--- config.mk ---
export PLATFORM = sky130hd
export DESIGN_NAME = sti_rcv
export DESIGN_NICKNAME = d
export VERILOG_FILES = /design/src/rtl/sti_rcv.sv
export SDC_FILE = /design/constraint.sdc
export NUM_CORES = 1
export LEC_CHECK = 0
export CAP_MARGIN = 20
export CORE_MARGIN = 5
export CORE_UTILIZATION = 40
export CTS_BUF_LIST = sky130_fd_sc_hd__clkbuf_4 sky130_fd_sc_hd__clkbuf_8 sky130_fd_sc_hd__clkbuf_16
export CTS_CLUSTER_DIAMETER = 80
export DETAILED_ROUTE_END_ITERATION = 8
export PLACE_DENSITY_LB_ADDON = 0.15
export SLEW_MARGIN = 0
export SYNTH_ARGS = -nofsm -noshare
export SYNTH_HDL_FRONTEND = slang
export SYNTH_SLANG_ARGS = --single-unit
--- constraint.sdc ---
create_clock -name clk -period 3.7 [get_ports clk]
set_clock_uncertainty 0.05 [all_clocks]
set_input_delay 0.74 -clock clk [delete_from_list [all_inputs] [get_ports clk]]
set_output_delay 0.74 -clock clk [all_outputs]
set_load 0.02 [all_outputs]
--- src/rtl/sti_rcv.sv ---
// sti_rcv: STI serial-to-parallel receiver.
// Deserialises 8/16/24/32-bit frames (MSB- or LSB-first) from a qualified
// serial bit stream into a right-aligned 32-bit word with a one-cycle strobe.
//
// Optional feature macro: STI_RCV_GAP_EN
//   defined   - in-frame idle gaps longer than GAP_MAX cycles abort the frame
//               and pulse frame_err.
//   undefined - gaps of any length are tolerated; frame_err is constant 0.
//
// Ports:
//   clk        clock, rising edge
//   reset      synchronous active-high reset
//   si_data    serial data bit, sampled when si_valid=1
//   si_valid   serial bit qualifier
//   cfg_load   latch cfg_length/cfg_msb (accepted only while idle)
//   cfg_length frame length: 00=8, 01=16, 10=24, 11=32 bits
//   cfg_msb    1 = first bit is word MSB, 0 = first bit is bit 0
//   po_data    received word, right-aligned, upper bits zero
//   po_valid   one-cycle strobe qualifying po_data
//   po_count   completed-frame counter (wraps)
//   busy       high while a frame is partially received
//   frame_err  one-cycle gap-abort strobe (0 without STI_RCV_GAP_EN)
module sti_rcv #(
   parameter int unsigned CNT_W   = 8,
   parameter int unsigned GAP_MAX = 15
) (
   input  logic             clk,
   input  logic             reset,
   input  logic             si_data,
   input  logic             si_valid,
   input  logic             cfg_load,
   input  logic [1:0]       cfg_length,
   input  logic             cfg_msb,
   output logic [31:0]      po_data,
   output logic             po_valid,
   output logic [CNT_W-1:0] po_count,
   output logic             busy,
   output logic             frame_err
);

   localparam int unsigned WORD_W = 32;
   localparam int unsigned BCNT_W = 6;

   typedef enum logic {IDLE, RECV} state_t;

   state_t             state, state_n;
   logic [WORD_W-1:0]  sh, sh_n;
   logic [BCNT_W-1:0]  bit_cnt, bit_cnt_n;
   logic [BCNT_W-1:0]  n_bits;
   logic [1:0]         lat_len, lat_len_n;
   logic               lat_msb, lat_msb_n;
   logic [WORD_W-1:0]  po_data_n;
   logic               po_valid_n;
   logic [CNT_W-1:0]   po_count_n;
   logic               busy_n;

`ifdef STI_RCV_GAP_EN
   localparam int unsigned GAP_W = (GAP_MAX < 1) ? 1 : $clog2(GAP_MAX + 1);
   logic [GAP_W-1:0]   gap, gap_n;
   logic               frame_err_r, frame_err_n;
   assign frame_err = frame_err_r;
`else
   assign frame_err = 1'b0;
`endif

   // Frame length in bits from the latched configuration
   always_comb begin
      case (lat_len)
         2'b00:   n_bits = BCNT_W'(8);
         2'b01:   n_bits = BCNT_W'(16);
         2'b10:   n_bits = BCNT_W'(24);
         default: n_bits = BCNT_W'(32);
      endcase
   end

   // Next-state and output logic
   always_comb begin
      state_n    = state;
      sh_n       = sh;
      bit_cnt_n  = bit_cnt;
      lat_len_n  = lat_len;
      lat_msb_n  = lat_msb;
      po_data_n  = po_data;
      po_valid_n = 1'b0;
      po_count_n = po_count;
`ifdef STI_RCV_GAP_EN
      gap_n       = gap;
      frame_err_n = 1'b0;
`endif

      case (state)
         IDLE: begin
            if (cfg_load) begin
               lat_len_n = cfg_length;
               lat_msb_n = cfg_msb;
            end
            // First bit lands in bit 0 for either bit order
            if (si_valid) begin
               sh_n      = {31'b0, si_data};
               bit_cnt_n = BCNT_W'(1);
               state_n   = RECV;
`ifdef STI_RCV_GAP_EN
               gap_n     = '0;
`endif
            end
         end

         RECV: begin
            if (si_valid) begin
`ifdef STI_RCV_GAP_EN
               gap_n = '0;
`endif
               if (lat_msb) sh_n = {sh[WORD_W-2:0], si_data};
               else         sh_n[bit_cnt[4:0]] = si_data;
               bit_cnt_n = bit_cnt + BCNT_W'(1);
               if (bit_cnt_n == n_bits) begin
                  po_data_n  = sh_n;
                  po_valid_n = 1'b1;
                  po_count_n = po_count + CNT_W'(1);
                  state_n    = IDLE;
                  bit_cnt_n  = '0;
                  sh_n       = '0;
               end
            end
`ifdef STI_RCV_GAP_EN
            // GAP_MAX+1-th consecutive idle cycle aborts the frame
            else if (gap == GAP_W'(GAP_MAX)) begin
               frame_err_n = 1'b1;
               state_n     = IDLE;
               bit_cnt_n   = '0;
               sh_n        = '0;
               gap_n       = '0;
            end else begin
               gap_n = gap + GAP_W'(1);
            end
`endif
         end

         default: state_n = IDLE;
      endcase

      busy_n = (state_n == RECV);
   end

   // State and output registers
   always_ff @(posedge clk) begin
      if (reset) begin
         state    <= IDLE;
         sh       <= '0;
         bit_cnt  <= '0;
         lat_len  <= 2'b00;
         lat_msb  <= 1'b1;
         po_data  <= '0;
         po_valid <= 1'b0;
         po_count <= '0;
         busy     <= 1'b0;
`ifdef STI_RCV_GAP_EN
         gap         <= '0;
         frame_err_r <= 1'b0;
`endif
      end else begin
         state    <= state_n;
         sh       <= sh_n;
         bit_cnt  <= bit_cnt_n;
         lat_len  <= lat_len_n;
         lat_msb  <= lat_msb_n;
         po_data  <= po_data_n;
         po_valid <= po_valid_n;
         po_count <= po_count_n;
         busy     <= busy_n;
`ifdef STI_RCV_GAP_EN
         gap         <= gap_n;
         frame_err_r <= frame_err_n;
`endif
      end
   end

endmodule

==> results of run 1 <==
## critical path: cells and delay by family, from the launching register on
family | cells | cell delay [ns]
AO/OA/AOI/OAI | 4 | 1.30
buffers and inverters | 1 | 0.54
flip-flops | 1 | 0.37
adder cells (fa/ha/maj) | 1 | 0.19
XOR/XNOR | 1 | 0.17
## worst paths after layout
check,start,endpoint,cells past startpoint
worst min-delay path,po_data[27],po_data[27],2
worst min register to register,po_data[27],po_data[27],2
worst max-delay path,lat_len[1],po_data[18],7
worst max register to register,lat_len[1],po_data[18],7
## per-layer routing
| layer | global-route usage [%] | share of wire (%) |
|---|---|---|
| met4 | 7.04 | 1.7 |
| met1 | 25.7 | 49 |
| met2 | 28.5 | 45 |
| met5 | 0 | 0 |
| met3 | 3.13 | 4.5 |
## synth_stat cells, drive strengths merged, types with 2 or more instances
library cell,n,area (um^2)
buf,16,93.8
clkbuf,46,173
dfxtp,83,1660
nor2,46,173
nand4b,12,105
a211oi,3,22.5
nor3,8,40.0
mux2i,31,310
a21oi,44,220
o31ai,2,15.0
mux2,4,45.0
and4bb,5,62.6
nor4bb,7,70.1
nand4,4,25.0
o21ai,66,330
nand2,38,143
nor4b,3,26.3
o211ai,2,15.0
a32oi,32,280
ha,9,113
and2,2,12.5
inv,8,30.0
and3,3,18.8
nor2b,6,37.5
nand3,40,200
or4,2,15.0
## state kept, by name, indices dropped and copies added (netlist names)
name	flops
po_data	32
sh	32
po_count	8
bit_cnt	6
lat_len	2
lat_msb	1
po_valid	1
state	1
## kinds of logic (layout without fill, tap and decap cells)
group | count (synthesis) | in the layout | synth area share, %
fa+ha+maj | 9 | 9 | 2.53
xor+xnor | 4 | 4 | 1.43
buf+inv | 70 | 88 | 6.66
simple gates | 179 | 179 | 21.4
flops | 83 | 83 | 37.3
mux | 35 | 35 | 7.98
other cells | 1 | 1 | 0.0842
compound gates | 159 | 159 | 22.6
## power groups by stage
stage	clock network, mW	registers (mW)	logic [mW]
floorplan	0	0.923	0.0910
global placement	0	0.924	0.129
detailed placement	0	0.924	0.131
CTS	0.778	0.903	0.131
global route	0.817	0.904	0.142
finish	0.761	0.903	0.131
## through the flow
step | util (%) | instances | setup WS (ns)
finish | 47.7 | 698 | 0.967
global route | 47.7 | 698 | 0.720
CTS | 47.7 | 698 | 0.973
detailed placement | 45.6 | 682 | 0.950
global placement | 45.6 | 682 | 1.04
floorplan | - | 540 | 1.51
## final cells by class
cell class	count	share of cell area (%)
inverter	8	0.578
clock inverter	4	1.40
multi-input combinational	387	48.1
tap	140	3.37
sequential	83	32.0
clock buffer	12	3.06
timing repair buffer	64	11.5
==> impl_metrics.py, run 1 <==
metrics = {
    "clock_tree": {
        "clock_latency_ns": 0.36,
        "root_buffer": "clkbuf_8",
        "htree_levels": 3,
        "cts_tree": "built",
        "ctsLongestPathBuffers": 2,
        "path_clk_slew_ns": 0.09,
        "cts_buffers": 9,
        "cts-resized-gates": 0,
        "cts-hold-fix-buffers": 0,
        "cts_num_sinks": 83,
        "post_cts_buffers": 0,
    },
    "power_and_ir_drop": {
        "ir_worst_vdd_uv": 218,
        "p_per_area_nw_per_um2": 346,
        "seqPwrFrac_pct": 50.3,
        "power.clock.fraction_pct": 42.4,
        "p_total_mw": 1.80,
        "p_leak_nw": 1.71,
        "p_sw_uw": 437,
        "pwr-share-comb_pct": 7.3,
        "internal_power_mw": 1.36,
        "sw_frac_of_total_pct": 24.3,
    },
    "global_route": {
        "track_usage_pct": 18.4,
        "overflow": 0,
        "grt_pass1_vias": 3798,
        "grt_pass1_wl_mm": 19.7,
        "grt_max_degree": 65,
        "antenna_found_initial": 0,
    },
    "sta": {
        "clock.fmax_ghz": 0.366,
        "hold_ws_ns": 0.424,
        "min_period_ns": 2.73,
        "setup_viol": 0,
        "period_share_pct": 73.9,
        "tns_ns": 0,
        "slew_headroom_pct": 33.5,
        "maxSlewViolCount": 0,
        "finalHoldViolCount": 0,
        "grt_setup_unrepaired": "no",
        "tightest_slew_ns": 0.998,
    },
    "cells_and_area": {
        "multi_input_area_um2": 2500,
        "mostFrequentLayoutCells": "83 x dfxtp_1, 66 x o21ai_0, 48 x clkdlybuf4s50_1",
        "area_growth_pct": 16.6,
        "num_antenna_cells": 0,
        "ff_latch_area_um2": 1660,
        "design_area_um2": 5190,
        "fillCellCount": 1112,
        "final_common_cell": "dfxtp_1",
        "drive_gt1_share_pct": 8.42,
        "fin_nets": 570,
    },
    "synth": {
        "yosysSeqAreaShare_pct": 37.3,
        "synthesis.nets": 557,
        "async_flop_share_pct": 0,
        "synth_cells": 540,
        "yosysWarnings": 0,
        "netlist_area_um2": 4450,
        "ys_seq_elements": 83,
        "synth_cell_types": 49,
        "syn_area_per_cell_um2": 8.25,
        "ys.flop_type": "dfxtp_1",
        "synth_edf_count": 0,
    },
    "outcome": {
        "status": "finished clean",
    },
    "critical_path": {
        "crit_slowest_cell": "o2111ai_4",
        "worstPathArrival_ns": 2.96,
        "crit_type": "reg2reg",
        "crit_required_ns": 3.93,
        "start_kind": "flop",
        "worstPathCellList": "ha_1 -> xor2_1 -> o21ba_2 -> o2111ai_4 -> buf_4 -> o21ai_0 -> a21oi_1",
        "rrSetupSlack_ns": 0.97,
        "crit_path_end_kind": "flop",
        "worstPathMaxFanout": 41,
        "critPathMaxStageDelay_ns": 0.81,
    },
    "die": {
        "die_x_um": 116,
        "boundaryPins": 51,
        "dieArea_um2": 13300,
        "core_um2": 10900,
        "row_count": 38,
        "initial_core_util_pct": 40.9,
        "die_y_um": 116,
    },
    "hold_path": {
        "worst_hold_path_type": "reg2reg",
    },
    "route": {
        "wl_mm": 12.1,
        "avgRoutedWirePerCell_um": 17.4,
        "dr.pass1.iters": 4,
        "drc_errors": 0,
        "via_count": 4097,
        "via_per_inst": 5.87,
        "antenna_left": 0,
        "drtIter0Drc": 331,
    },
    "placed_design": {
        "port_buffers": 49,
        "gp_congestion": 0.733,
        "dpl-instance-area_um2": 4960,
        "dp.final_hpwl_mm": 7.34,
    },
    "run": {
        "cap_violations": 0,
    },
}
No activity file was read; power rests on OpenSTA's default activity.
==> inputs of run 2 (changes only) <==
- clock period: 3.7 -> 2.8 ns (I/O delays scaled with it)
==> run 2 against run 1 <==
Non-clock buffer count grew 2. Die area is the same. Combinational power grew 34%. Worst hold slack gained 0.0054 ns. Global-route usage grew 0.44 points. Clock power grew 29%. Wire length shrank 0.78%. Clock-buffer cell count is the same. Critical endpoint is now sh[24]. Largest cell class unchanged.
==> impl_metrics.py, run 2 (synthesis gave the netlist of run 1 again) <==
metrics = {
    "die": {
        "boundaryPins": 51,
        "core_um2": 10900,
        "row_count": 38,
        "initial_core_util_pct": 40.9,
        "dieArea_um2": 13300,
        "die_y_um": 116,
        "die_x_um": 116,
    },
    "route": {
        "via_per_inst": 5.84,
        "dr.pass1.iters": 5,
        "wl_mm": 12.1,
        "antenna_left": 0,
        "drc_errors": 0,
        "via_count": 4078,
        "avgRoutedWirePerCell_um": 17.3,
        "drtIter0Drc": 336,
    },
    "sta": {
        "clock.fmax_ghz": 0.420,
        "maxSlewViolCount": 0,
        "min_period_ns": 2.38,
        "setup_viol": 0,
        "tightest_slew_ns": 0.815,
        "finalHoldViolCount": 0,
        "grt_setup_unrepaired": "no",
        "period_share_pct": 85.1,
        "tns_ns": 0,
        "slew_headroom_pct": 45.7,
    },
    "power_and_ir_drop": {
        "power.clock.fraction_pct": 41.8,
        "sw_frac_of_total_pct": 23.8,
        "internal_power_mw": 1.79,
        "p_leak_nw": 1.72,
        "p_total_mw": 2.35,
        "p_per_area_nw_per_um2": 450,
        "ir_worst_vdd_uv": 207,
        "seqPwrFrac_pct": 50.7,
        "pwr-share-comb_pct": 7.5,
        "p_sw_uw": 559,
    },
    "cells_and_area": {
        "mostFrequentLayoutCells": "83 x dfxtp_1, 66 x o21ai_0, 48 x clkdlybuf4s50_1",
        "drive_gt1_share_pct": 8.42,
        "fin_nets": 572,
        "final_common_cell": "dfxtp_1",
        "design_area_um2": 5220,
        "reg.largest.list": "po_data (32), sh (32), po_count (8)",
        "num_antenna_cells": 0,
        "final_cells": 698,
        "fillCellCount": 1103,
        "area_growth_pct": 17.2,
    },
    "critical_path": {
        "crit_required_ns": 2.97,
        "crit_path_end_kind": "flop",
        "start_kind": "flop",
        "worstPathMaxFanout": 29,
        "worstPathArrival_ns": 2.56,
        "crit_type": "reg2reg",
    },
    "clock_tree": {
        "htree_levels": 3,
        "cts_num_sinks": 83,
        "cts-hold-fix-buffers": 0,
        "cts-resized-gates": 0,
        "cts_tree": "built",
        "clock_latency_ns": 0.36,
        "ctsLongestPathBuffers": 2,
        "path_clk_slew_ns": 0.08,
        "root_buffer": "clkbuf_8",
        "post_cts_buffers": 0,
        "cts_buffers": 9,
    },
    "placed_design": {
        "dpl-instance-area_um2": 5000,
        "port_buffers": 49,
        "dp.final_hpwl_mm": 7.38,
        "dp.cells": 684,
        "gp_congestion": 0.763,
    },
    "run": {
        "cap_violations": 0,
    },
    "outcome": {
        "status": "finished clean",
    },
    "global_route": {
        "track_usage_pct": 18.9,
        "overflow": 0,
        "grt_pass1_wl_mm": 20.3,
        "grt_max_degree": 65,
        "grt_pass1_vias": 3926,
        "antenna_found_initial": 0,
    },
    "hold_path": {
        "worst_hold_path_type": "reg2reg",
    },
}
[run 2: cell types whose count changed in the layout (fill, tap and decap cells not counted)]
cell,delta
buf_12,+2
clkinv_2,-1
clkinvlp_4,-1
[run 2: critical path, stage by stage, from the launching register on]
cell and delay [ns]:
dfxtp_1 0.37, inv_1 0.08, ha_1 0.32, xor3_1 0.27, o2bb2ai_4 0.16, o2111ai_4 0.32
buf_4 0.36, a32oi_1 0.24, nor2_1 0.05
[run 2: final timing paths]
kind	start	endpoint	slack, ns	cells past startpoint
max	lat_len[1]	sh[24]	0.42	8
max reg2reg	lat_len[1]	sh[24]	0.42	8
min reg2reg	po_data[15]	po_data[15]	0.43	2
min	po_data[15]	po_data[15]	0.43	2
[run 2: power groups by stage]
stage / sequential [mW] / combinational [mW] / clock (mW)
floorplan: 1.22 / 0.120 / 0
global placement: 1.22 / 0.174 / 0
detailed placement: 1.22 / 0.175 / 0
CTS: 1.19 / 0.175 / 1.00
global route: 1.19 / 0.192 / 1.05
finish: 1.19 / 0.176 / 0.982
[run 2: through the flow]
stage / utilization, % / hold slack (ns) / setup slack [ns]
floorplan: - / 0.404 / 0.702
global placement: 45.9 / 0.415 / 0.475
detailed placement: 45.9 / 0.419 / 0.435
CTS: 47.9 / 0.431 / 0.424
global route: 47.9 / 0.455 / 0.245
finish: 47.9 / 0.429 / 0.417
[run 2: layer usage]
layer	wire, um	up-vias	track usage (%)
li1	-	1992	-
met1	5660	1992	25.7
met2	5780	84	30.4
met3	478	10	3.55
met4	129	0	5.71
met5	0	-	0
[run 2: final cells by class]
type | count | area, um^2 | share of cell area (%)
clock inverters | 2 | 60.1 | 1.15
well taps | 140 | 175 | 3.36
multi-input cells | 387 | 2500 | 47.8
inverters | 8 | 30.0 | 0.575
flip-flops and latches | 83 | 1660 | 31.8
repair buffers | 66 | 638 | 12.2
clock buffers | 12 | 159 | 3.04
==> inputs of run 3 (changes only) <==
- DONT_BUFFER_PORTS: not set -> 1
- SLEW_MARGIN: 0 -> not set
==> run 3 against run 2 <==
Global-route usage is 0.63 points lower. Sequential power barely moved. Fmax up 0.32%. Clock-buffer cell count did not move. Largest power group unchanged. Critical endpoint is now sh[15].
==> impl_metrics.py, run 3 (synthesis gave the netlist of run 1 again) <==
metrics = {
    "route": {
        "met1_length_mm": 5.56,
        "drc_errors": 0,
        "antenna_left": 0,
        "avgRoutedWirePerCell_um": 18.1,
        "top_layer_used": "met4",
        "dr.pass1.iters": 4,
        "via_count": 3848,
        "wl_met3_um": 547,
        "wl_mm": 11.7,
        "drtIter0Drc": 312,
        "via_per_inst": 5.96,
        "wl_met2_mm": 5.46,
    },
    "critical_path": {
        "worstPathMaxFanout": 42,
        "crit_path_end_kind": "flop",
        "critPathMaxStageDelay_ns": 0.39,
        "crit_slowest_cell": "buf_4",
        "worstPathCellList": "inv_1 -> ha_1 -> xor3_1 -> o2bb2ai_4 -> o2111ai_4 -> buf_4 -> a32oi_1 -> nor2_1",
        "crit_required_ns": 3.01,
        "start_kind": "flop",
        "crit_type": "reg2reg",
        "worstPathArrival_ns": 2.58,
    },
    "clock_tree": {
        "cts-hold-fix-buffers": 0,
        "cts_num_sinks": 83,
        "path_clk_slew_ns": 0.08,
        "post_cts_buffers": 0,
        "ctsLongestPathBuffers": 2,
        "cts-resized-gates": 0,
        "cts_buffers": 9,
        "htree_levels": 3,
        "root_buffer": "clkbuf_8",
        "cts_tree": "built",
        "clock_latency_ns": 0.36,
    },
    "power_and_ir_drop": {
        "power.clock.fraction_pct": 40.6,
        "ir_worst_vdd_uv": 197,
        "p_leak_nw": 1.53,
        "pwr-share-comb_pct": 5.8,
        "p_sw_uw": 525,
        "sw_frac_of_total_pct": 23.6,
        "p_total_mw": 2.22,
        "p_per_area_nw_per_um2": 475,
        "internal_power_mw": 1.70,
        "seqPwrFrac_pct": 53.7,
    },
    "placed_design": {
        "gp_congestion": 0.765,
        "port_buffers": 0,
        "dp.final_hpwl_mm": 7.06,
        "dp.cells": 632,
    },
    "global_route": {
        "track_usage_pct": 18.2,
        "grt_pass1_wl_mm": 19.4,
        "overflow": 0,
        "antenna_found_initial": 0,
        "grt_max_degree": 88,
        "grt_pass1_vias": 3686,
    },
    "cells_and_area": {
        "num_antenna_cells": 0,
        "fin_nets": 520,
        "final_cells": 646,
        "reg.largest.list": "po_data (32), sh (32), po_count (8)",
        "area_growth_pct": 5.11,
        "mostFrequentLayoutCells": "83 x dfxtp_1, 66 x o21ai_0, 46 x nor2_1",
        "final_common_cell": "dfxtp_1",
        "drive_gt1_share_pct": 8.50,
    },
    "run": {
        "cap_violations": 0,
    },
    "die": {
        "boundaryPins": 51,
        "core_um2": 10900,
        "die_x_um": 116,
        "dieArea_um2": 13300,
        "die_y_um": 116,
        "initial_core_util_pct": 40.9,
        "row_count": 38,
    },
    "sta": {
        "min_period_ns": 2.38,
        "tns_ns": 0,
        "slew_headroom_pct": 62.3,
        "tightest_slew_ns": 0.565,
        "maxSlewViolCount": 0,
        "setup_viol": 0,
        "period_share_pct": 84.9,
        "finalHoldViolCount": 0,
        "clock.fmax_ghz": 0.421,
        "grt_setup_unrepaired": "no",
    },
    "hold_path": {
        "worst_hold_path_type": "in2reg",
    },
    "outcome": {
        "status": "finished clean",
    },
}
==> run 3: cell types whose count changed in the layout (fill, tap and decap cells not counted) <==
cell / change
clkdlybuf4s50_1: -48
buf_4: -2
buf_12: -1
buf_2: -1
bufinv_16: -1
clkbuf_4: -1
clkbuf_8: +1
clkinv_2: +1
==> run 3: area by class of cell <==
| type | count | area (um^2) |
|---|---|---|
| Multi-Input combinational cell | 387 | 2500 |
| Inverter | 8 | 30.0 |
| Tap cell | 140 | 175 |
| Clock inverter | 2 | 35.0 |
| Sequential cell | 83 | 1660 |
| Fill cell | 1111 | 6210 |
| Clock buffer | 12 | 165 |
| Timing Repair Buffer | 14 | 118 |
==> run 3: through the flow <==
step                cell area (um^2)  utilization [%]  setup WS [ns]  hold WS, ns
global placement                4480             41.2          0.501        0.415
CTS                             4680             43.0          0.403        0.199
floorplan                       4450                -          0.702        0.404
detailed placement              4480             41.2          0.419        0.430
finish                          4680             43.0          0.424        0.219
global route                    4680             43.0          0.206        0.188
==> run 3: path summary, 6_finish.rpt <==
check	start	to	slack, ns	cells after the start
max reg2reg	lat_len[1]	sh[15]	0.42	8
min reg2reg	sh[31]	sh[31]	0.44	2
max	lat_len[1]	sh[15]	0.42	8
min	reset	po_count[5]	0.22	1
==> run 3: per-layer routing <==
layer	vias to the layer above	global-route usage (%)
met5	-	0
met4	0	5.40
met3	10	4.44
met2	66	28.3
met1	1864	25.2
li1	1908	-
==> run 3: power by group through the flow <==
stage / clock network [mW] / logic (mW) / registers (mW)
floorplan: 0 / 0.120 / 1.22
global placement: 0 / 0.127 / 1.22
detailed placement: 0 / 0.128 / 1.22
CTS: 0.926 / 0.129 / 1.19
global route: 0.983 / 0.141 / 1.20
finish: 0.902 / 0.128 / 1.19
==> run 3: critical path, delay by kind of cell, from the launching register on <==
family          cells  cell delay [ns]
buf+inv             2             0.46
xor+xnor            1             0.26
fa+ha+maj           1             0.31
flops               1             0.37
simple gates        1             0.05
compound gates      3             0.73
